## src/rtl/hazard_ctrl.sv

```systemverilog
// rtl/hazard_ctrl.sv - pipeline hazard, forwarding and memory-freeze controller
// Drives en/clear for every inter-stage register and the E-stage forwarding selects.
module hazard_ctrl #(
    parameter int REGW    = 5,
    parameter int TIMEOUT = 16,
    parameter int CNTW    = 16
) (
    input  logic            clk,
    input  logic            reset,
    input  logic [REGW-1:0] rs1D,
    input  logic [REGW-1:0] rs2D,
    input  logic [REGW-1:0] rs1E,
    input  logic [REGW-1:0] rs2E,
    input  logic [REGW-1:0] rdE,
    input  logic [REGW-1:0] rdM,
    input  logic [REGW-1:0] rdW,
    input  logic            regwriteE,
    input  logic            regwriteM,
    input  logic            regwriteW,
    input  logic            memreadE,
    input  logic            branch_takenE,
    input  logic            mem_req,
    input  logic            mem_ready,
    output logic            enF,
    output logic            enD,
    output logic            enE,
    output logic            enM,
    output logic            enW,
    output logic            clearD,
    output logic            clearE,
    output logic [1:0]      forwardAE,
    output logic [1:0]      forwardBE,
    output logic            mem_err,
    output logic [CNTW-1:0] stall_cnt
);

    localparam int WW = (TIMEOUT > 2) ? $clog2(TIMEOUT) : 1;

    typedef enum logic [1:0] {
        S_RUN     = 2'd0,
        S_MEMWAIT = 2'd1,
        S_ERR     = 2'd2
    } state_t;

    state_t        state, state_n;
    logic [WW-1:0] wait_cnt, wait_n;
    logic          err_n;
    logic          freeze;
    logic          lwstall;
    logic          stall_evt;

    assign freeze  = mem_req && !mem_ready && (state != S_ERR);
    assign lwstall = memreadE && regwriteE && (rdE != '0) &&
                     ((rdE == rs1D) || (rdE == rs2D));
    // A branch squashes the load-use bubble, so it does not count as a stall.
    assign stall_evt = (state == S_ERR) || freeze || (lwstall && !branch_takenE);

    always_ff @(posedge clk or negedge reset) begin
        if (!reset) begin
            state     <= S_RUN;
            wait_cnt  <= '0;
            mem_err   <= 1'b0;
            stall_cnt <= '0;
        end else begin
            state    <= state_n;
            wait_cnt <= wait_n;
            mem_err  <= err_n;
            if (stall_evt && (stall_cnt != {CNTW{1'b1}}))
                stall_cnt <= stall_cnt + CNTW'(1);
        end
    end

    always_comb begin
        state_n = state;
        wait_n  = wait_cnt;
        err_n   = mem_err;
        case (state)
            S_RUN: begin
                if (freeze) begin
                    state_n = S_MEMWAIT;
                    wait_n  = WW'(1);
                end
            end
            S_MEMWAIT: begin
                if (mem_ready) begin
                    state_n = S_RUN;
                    wait_n  = '0;
                end else if (wait_cnt == WW'(TIMEOUT - 1)) begin
                    state_n = S_ERR;
                    err_n   = 1'b1;
                end else begin
                    wait_n = wait_cnt + WW'(1);
                end
            end
            S_ERR:   state_n = S_ERR;
            default: state_n = S_RUN;
        endcase
    end

    always_comb begin
        enF    = 1'b1;
        enD    = 1'b1;
        enE    = 1'b1;
        enM    = 1'b1;
        enW    = 1'b1;
        clearD = 1'b0;
        clearE = 1'b0;
        if (reset) begin
            if ((state == S_ERR) || freeze) begin
                enF = 1'b0;
                enD = 1'b0;
                enE = 1'b0;
                enM = 1'b0;
                enW = 1'b0;
            end else if (branch_takenE) begin
                clearD = 1'b1;
                clearE = 1'b1;
            end else if (lwstall) begin
                // Hold F/D, inject a bubble into E; clearE only acts with enE=1.
                enF    = 1'b0;
                enD    = 1'b0;
                clearE = 1'b1;
            end
        end
    end

    always_comb begin
        forwardAE = 2'b00;
        forwardBE = 2'b00;
        if (reset) begin
            if (regwriteM && (rdM != '0) && (rdM == rs1E))      forwardAE = 2'b10;
            else if (regwriteW && (rdW != '0) && (rdW == rs1E)) forwardAE = 2'b01;
            if (regwriteM && (rdM != '0) && (rdM == rs2E))      forwardBE = 2'b10;
            else if (regwriteW && (rdW != '0) && (rdW == rs2E)) forwardBE = 2'b01;
        end
    end

endmodule

```

## config.mk

```make
export PLATFORM = sky130hd
export DESIGN_NAME = hazard_ctrl
export DESIGN_NICKNAME = d
export VERILOG_FILES = /design/src/rtl/hazard_ctrl.sv
export SDC_FILE = /design/constraint.sdc
export NUM_CORES = 1
export LEC_CHECK = 0
export CORE_ASPECT_RATIO = 1.1
export CORE_MARGIN = 3
export CORE_UTILIZATION = 46
export CTS_BUF_LIST = sky130_fd_sc_hd__clkbuf_4
export CTS_CLUSTER_DIAMETER = 80
export CTS_CLUSTER_SIZE = 10
export DETAILED_ROUTE_END_ITERATION = 16
export PLACE_DENSITY = 0.83
export SETUP_SLACK_MARGIN = 0.1
export SYNTH_ARGS = -nofsm -noshare
export SYNTH_HDL_FRONTEND = slang
export SYNTH_SLANG_ARGS = --single-unit
export TNS_END_PERCENT = 10
```

## constraint.sdc

```tcl
create_clock -name clk -period 2.85 [get_ports clk]
set_input_delay 0.285 -clock clk [delete_from_list [all_inputs] [get_ports clk]]
set_output_delay 0.285 -clock clk [all_outputs]
set_load 0.005 [all_outputs]
```

==> results of run 1 <==
-- cells in the final DEF (no fill, tap or decap), types with 2 or more instances in the layout --
master / netlist / routed
nand3_1: 16 / 16
o31ai_1: 2 / 2
nor2_1: 10 / 10
dlymetal6s2s_1: 0 / 2
or4_1: 5 / 5
ha_1: 2 / 2
xnor2_1: 18 / 18
nand2b_1: 3 / 3
nand2_1: 9 / 9
clkbuf_4: 0 / 3
nand4_1: 4 / 4
inv_1: 3 / 3
dfrtp_1: 23 / 23
buf_4: 4 / 3
and3_1: 11 / 11
nor4_1: 4 / 2
mux2_2: 3 / 3
clkdlybuf4s50_1: 0 / 69
a21oi_1: 4 / 4
nor3_1: 3 / 3
nor4_2: 0 / 2
and2_1: 2 / 2
xor2_1: 26 / 26
-- report_power, final --
| group | switching (mW) | internal, mW | total, mW |
|---|---|---|---|
| registers | 0.0625 | 0.377 | 0.440 |
| logic | 0.128 | 0.216 | 0.344 |
| clock network | 0.100 | 0.0525 | 0.153 |
| total | 0.291 | 0.646 | 0.937 |
-- registers in the layout (all words and copies together) (netlist names) --
name and flops:
mem_err 1, state 2, wait_cnt 4, stall_cnt 16
-- cell families after synthesis --
logic type               Yosys count
flip-flops                        23
multiplexers                       5
buffers and inverters              9
AND/OR/NAND/NOR                   72
AO/OA/AOI/OAI                     15
XOR/XNOR                          44
adder cells (fa/ha/maj)            2
-- area by class of cell --
type	count	area (um^2)
Clock buffer	3	22.5
Clock inverter	1	5.00
Fill cell	238	778
Inverter	3	11.3
Multi-Input combinational cell	138	991
Sequential cell	23	576
Tap cell	46	57.6
Timing Repair Buffer	74	738
-- per-stage QoR --
step / std cells / power, mW / hold slack [ns]
2_1_floorplan: 170 / 0.574 / -0.0106
3_3_place_gp: 284 / 0.773 / 0.447
3_5_place_dp: 284 / 0.790 / 0.463
4_1_cts: 288 / 0.944 / 0.418
5_1_grt: 288 / 0.997 / 0.437
6_report: 288 / 0.937 / 0.404
-- per-layer routing --
| metal | vias to the layer above | share of wire, % | track usage (%) |
|---|---|---|---|
| met5 | - | 0 | 0 |
| met4 | 0 | 1.1 | 4.96 |
| met3 | 4 | 7.6 | 4.27 |
| met2 | 71 | 48 | 38.3 |
| met1 | 725 | 43 | 26.0 |
| li1 | 742 | - | - |
-- synth_stat cells, types with 3 or more instances --
cell,instances,share of area (%)
or4_1,5,2.3
nand3_1,16,5.0
dfrtp_1,23,36
a21oi_1,4,1.2
nand2_1,9,2.1
mux2_2,3,2.1
xor2_1,26,14
xnor2_1,18,9.8
nor3_1,3,0.94
nor4_1,4,1.6
nand2b_1,3,1.2
buf_4,4,1.9
nor2_1,10,2.3
nand4_1,4,1.6
and3_1,11,4.3
inv_1,3,0.70
-- worst min-delay path by stage --
stage	from	to	slack, ns	depth (start not counted)
after floorplan	reset	mem_err$_DFFE_PN0P_	-0.01	0
after global placement	mem_err$_DFFE_PN0P_	mem_err$_DFFE_PN0P_	0.45	2
after detailed placement	mem_err$_DFFE_PN0P_	mem_err$_DFFE_PN0P_	0.46	2
after CTS	reset	stall_cnt[10]$_DFFE_PN0P_	0.42	2
after global routing	reset	stall_cnt[15]$_DFFE_PN0P_	0.44	2
final	reset	stall_cnt[15]$_DFFE_PN0P_	0.40	2
-- repair_timing --
action,CTS,global route
pin swaps,0,2
setup endpoints to repair,2,2
resized for setup,1,4
==> metrics.txt, run 1 <==
final WL between 4 and 5 mm; Tmin final 2.57 ns; CP Max Fanout 3; Tcrit/Tclk final 90.3%; f_max between 300 and 400 MHz; Via density between 5 and 6; final instance area 2400 um^2; CP Launch Type primary input; multiplexer area fraction after synthesis 3.43%; Worst EP arrival around 2.3 ns; Initial Utilization 50.4%; Final nets between 200 and 300; area delta synth->final 49.8%; RSZ-0062 raised after global routing no; P per Cell Area 390 nW/um^2; Vias 1542; post-synthesis sequential area ratio 35.9%; hold_buf cts 0; CTS tree yes; initial DRC count 80; Worst path max stage delay roughly 0.57 ns; Critical R2R Launch stall_cnt[0]$_DFFE_PN0P_; largest net degree at the start of global routing 30; clk buf depth 2; kind of critical path in2out; R2R Path End stall_cnt[1]$_DFFE_PN0P_; Skew-Pair Late Insertion Delay 0.32 ns; post-synthesis net count 216; Synth Cell Area 1600 um^2; Die Y-Extent 67.9 um; total grt overflow 0; CTS sink cnt 23; async set-reset flop share out of synthesis 100%; Critical Path End clearE; Ports 72; Worst EP required between 2 and 3 ns; outcome finished, final reports clean; initial antenna violation count 0; Post-synth EDFFs 0; xor-xnor portion of the synthesized cell area 24.0%; DP Worst Slack between 0.05 and 0.06 ns; Area after DPL between 2000 and 2500 um^2; CP Buf/Inv Count 2; wire per inst 14.9 um; Reg2Reg Setup Slack 0.91 ns; Syn Area/Cell 9.43 um^2; Yosys reg bits 23; Final ANT Viol Nets 0; GRT Resource Usage Total 21.0%; Max Cap Violations 0; # DRC 0; predominant post-synthesis flop cell dfrtp_1; setup ws final 0.277 ns; synth warn 0; cell repeated most along the worst path clkdlybuf4s50_1; simple-gate area share of the yosys netlist 24.7%; Setup-failing EPs final 0; Worst Skew 0.0114 ns; Max-slew headroom 70.1%; compound-cell area share of the yosys netlist 7.34%; GPL Wtd Cong 0.885; Util after Layout 75.5%; TritonCTS Buffers 3; first-pass GRT wire length 7.18 mm; Cell Rows 21; Synth cell types 35; P_leak 1.02 nW; Max VDD drop 0.350 mV; Reg2Reg Depth 5; PortBufs 71; Post-Synth Adder-Cell Area 1.56%; TNS Setup 0 ns; clock-pin slew on the worst setup and hold paths 0.13 ns; Fin. Hold Viols 0; layout cells sized above 1 6.20%; Critical Path Stages 6; critical-path cell list clkdlybuf4s50_1, or4_1, o211ai_2, nor2_1, o211a_1, clkdlybuf4s50_1; Worst Tran Pin Value approximately 0.44 ns; CTS root buf clkbuf_4; number of global-route vias before repair 1559; diode count 0; First-pass DRT Iterations 4; slowest stage cell on the critical path or4_1; crit-path leading delay family buffers and inverters; DPL Wire Length 3.44 mm; die width approximately 62 um; CORE AREA roughly 3200 um^2; crit end category output pin; H-Tree Depth 1; fin. max-slew vios 0; main combinational cell family by area after synthesis simple AND/OR/NAND/NOR gates; Crit. Startpoint rdE[1]; Hold Path Class in2async; Setup Buffers After CTS 0; Die Footprint 4230 um^2; Syn Inst Count 170
No activity file was read; power rests on OpenSTA's default activity.
==> inputs of run 2 (changes only) <==
--- a/config.mk
+++ b/config.mk
@@ -5,7 +5,7 @@
 export SDC_FILE = /design/constraint.sdc
 export NUM_CORES = 1
 export LEC_CHECK = 0
-export CORE_ASPECT_RATIO = 1.1
+export CORE_ASPECT_RATIO = 1.25
 export CORE_MARGIN = 3
 export CORE_UTILIZATION = 46
 export CTS_BUF_LIST = sky130_fd_sc_hd__clkbuf_4
@@ -17,4 +17,4 @@
 export SYNTH_ARGS = -nofsm -noshare
 export SYNTH_HDL_FRONTEND = slang
 export SYNTH_SLANG_ARGS = --single-unit
-export TNS_END_PERCENT = 10
+export TNS_END_PERCENT = 100
==> run 2 against run 1 <==
- cell area fell by 0.16%
- clock skew rose by 0.010 ns
- via count fell by 0.32%
- register-to-register slack improved by 0.03 ns
- non-clock buffer count rose by 1
- setup slack improved by 0.032 ns
- critical path type unchanged
- critical endpoint unchanged
==> metrics.txt, run 2 (same netlist as run 1, synthesis figures left out) <==
initial antenna violation count 0 (unchanged); Worst EP required 2.57 ns (about the same); PortBufs 71 (unchanged); H-Tree Depth 1 (unchanged); Crit. Startpoint rdE[1] (unchanged); CTS root buf clkbuf_4 (unchanged); Worst EP arrival 2.26 ns (was 2.29 ns); Die Y-Extent 72.0 um (was 67.9 um); final instance area 2400 um^2 (about the same); number of global-route vias before repair 1493 (was 1559); kind of critical path in2out (unchanged); Critical R2R Launch stall_cnt[0]$_DFFE_PN0P_ (unchanged); max FFs per register 16 (unchanged); f_max 394 MHz (was 389 MHz); Tmin final 2.54 ns (was 2.57 ns); total grt overflow 0 (unchanged); area delta synth->final 49.6% (was 49.8%); Biggest register stall_cnt (unchanged); RSZ-0062 raised after global routing no (unchanged); Critical Path End clearE (unchanged); hold_buf cts 0 (unchanged); Worst Skew 0.0216 ns (was 0.0114 ns); Final ANT Viol Nets 0 (unchanged); Hold Path Class in2async (unchanged); Final nets 290 (was 289); CORE AREA 3280 um^2 (was 3180 um^2); Die Footprint 4230 um^2 (about the same); most frequent cells in the layout clkdlybuf4s50_1 (69), xor2_1 (26), dfrtp_1 (23), xnor2_1 (18), nand3_1 (16) (unchanged); P per Cell Area 388 nW/um^2 (was 390 nW/um^2); largest net degree at the start of global routing 30 (unchanged); P_leak 1.03 nW (was 1.02 nW); Skew-Pair Late Insertion Delay 0.32 ns (about the same); GPL Wtd Cong 0.849 (was 0.885); CTS sink cnt 23 (unchanged); outcome finished, final reports clean (unchanged); Max Cap Violations 0 (unchanged); CP Launch Type primary input (unchanged); TritonCTS Buffers 3 (unchanged); layout cells sized above 1 6.58% (was 6.20%); Tcrit/Tclk final 89.1% (was 90.3%); Reg2Reg Depth 5 (unchanged); Worst Tran Pin Value 0.420 ns (was 0.444 ns); CP Max Fanout 3 (unchanged); Vias 1537 (was 1542); first-pass GRT wire length 6.43 mm (was 7.18 mm); most common cell after layout, fill and taps aside clkdlybuf4s50_1 (unchanged); initial DRC count 53 (was 80); DPL Wire Length 3.09 mm (was 3.44 mm); diode count 0 (unchanged); GRT Resource Usage Total 18.8% (was 21.0%); Initial Utilization 48.9% (was 50.4%); wire per inst 14.0 um (was 14.9 um); CTS tree yes (unchanged); Setup-failing EPs final 0 (unchanged); R2R Path End stall_cnt[1]$_DFFE_PN0P_ (unchanged); Regs by FF count stall_cnt x16, wait_cnt x4, state x2 (unchanged); final WL 3.93 mm (was 4.28 mm); clk buf depth 2 (unchanged); die width 58.8 um (was 62.3 um); Ports 72 (unchanged); Fin. Hold Viols 0 (unchanged); Max VDD drop 0.352 mV (was 0.350 mV); Cell Rows 23 (was 21); Area after DPL 2350 um^2 (was 2360 um^2); clock-pin slew on the worst setup and hold paths 0.14 ns (was 0.13 ns); Fillers 266 (was 238); TNS Setup 0 ns (unchanged); Reg2Reg Setup Slack 0.94 ns (was 0.91 ns); First-pass DRT Iterations 5 (was 4); Util after Layout 73.1% (was 75.5%); Via density 5.49 (was 5.35); Max-slew headroom 71.7% (was 70.1%); crit end category output pin (unchanged); # DRC 0 (unchanged); fin. max-slew vios 0 (unchanged)
[run 2: cell types whose count changed in the layout (fill, tap and decap cells not counted)]
cell,before,now
buf_4,3,4
[run 2: through the flow]
stage          worst slack [ns]  power (mW)  hold WS, ns  std cells
6_report                  0.309       0.931        0.390        280
2_1_floorplan              1.03       0.574      -0.0106        170
5_1_grt                   0.220       0.984        0.425        280
3_5_place_dp             0.0303       0.785        0.455        276
3_3_place_gp              0.112       0.776        0.448        276
4_1_cts                   0.115       0.936        0.406        280
[run 2: worst max-delay path, stage by stage]
cell and delay [ns]:
clkdlybuf4s50_1 0.47, or4_1 0.55, o211ai_2 0.23, nor2_1 0.07, o211a_1 0.21, clkdlybuf4s50_1 0.44
[run 2: metal layers]
metal,vias to the layer above,track usage [%],wire length [um]
met5,-,0,0
met4,0,4.79,43
met3,4,3.38,349
met2,74,33.5,1910
met1,711,23.0,1620
li1,748,-,-
[run 2: layout make-up]
class	count	area (um^2)	area share [%]
inverters	3	11.3	0.470
clock buffers	3	22.5	0.939
flip-flops and latches	23	576	24.0
multi-input cells	138	991	41.3
repair buffers	75	746	31.1
well taps	37	46.3	1.93
clock inverters	1	5.00	0.209
[run 2: repair_timing]
action,CTS,global route
gates cloned,0,0
gates resized for setup,1,4
buffers inserted,0,0
endpoints found under the setup margin,2,2
pin swaps,0,2
[run 2: power breakdown]
| group | total [mW] | leakage [nW] | internal, mW | switching (mW) |
|---|---|---|---|---|
| clock | 0.152 | 0.0177 | 0.0524 | 0.100 |
| combinational | 0.340 | 0.708 | 0.217 | 0.122 |
| sequential | 0.439 | 0.299 | 0.377 | 0.0620 |
[run 2: worst min path at each step]
stage	slack [ns]	end	cells after the start	from
2_1_floorplan	-0.01	mem_err$_DFFE_PN0P_	0	reset
3_3_place_gp	0.45	mem_err$_DFFE_PN0P_	2	mem_err$_DFFE_PN0P_
3_5_place_dp	0.46	mem_err$_DFFE_PN0P_	2	mem_err$_DFFE_PN0P_
4_1_cts	0.41	stall_cnt[13]$_DFFE_PN0P_	2	reset
5_1_grt	0.42	stall_cnt[8]$_DFFE_PN0P_	2	reset
6_report	0.39	stall_cnt[13]$_DFFE_PN0P_	2	reset
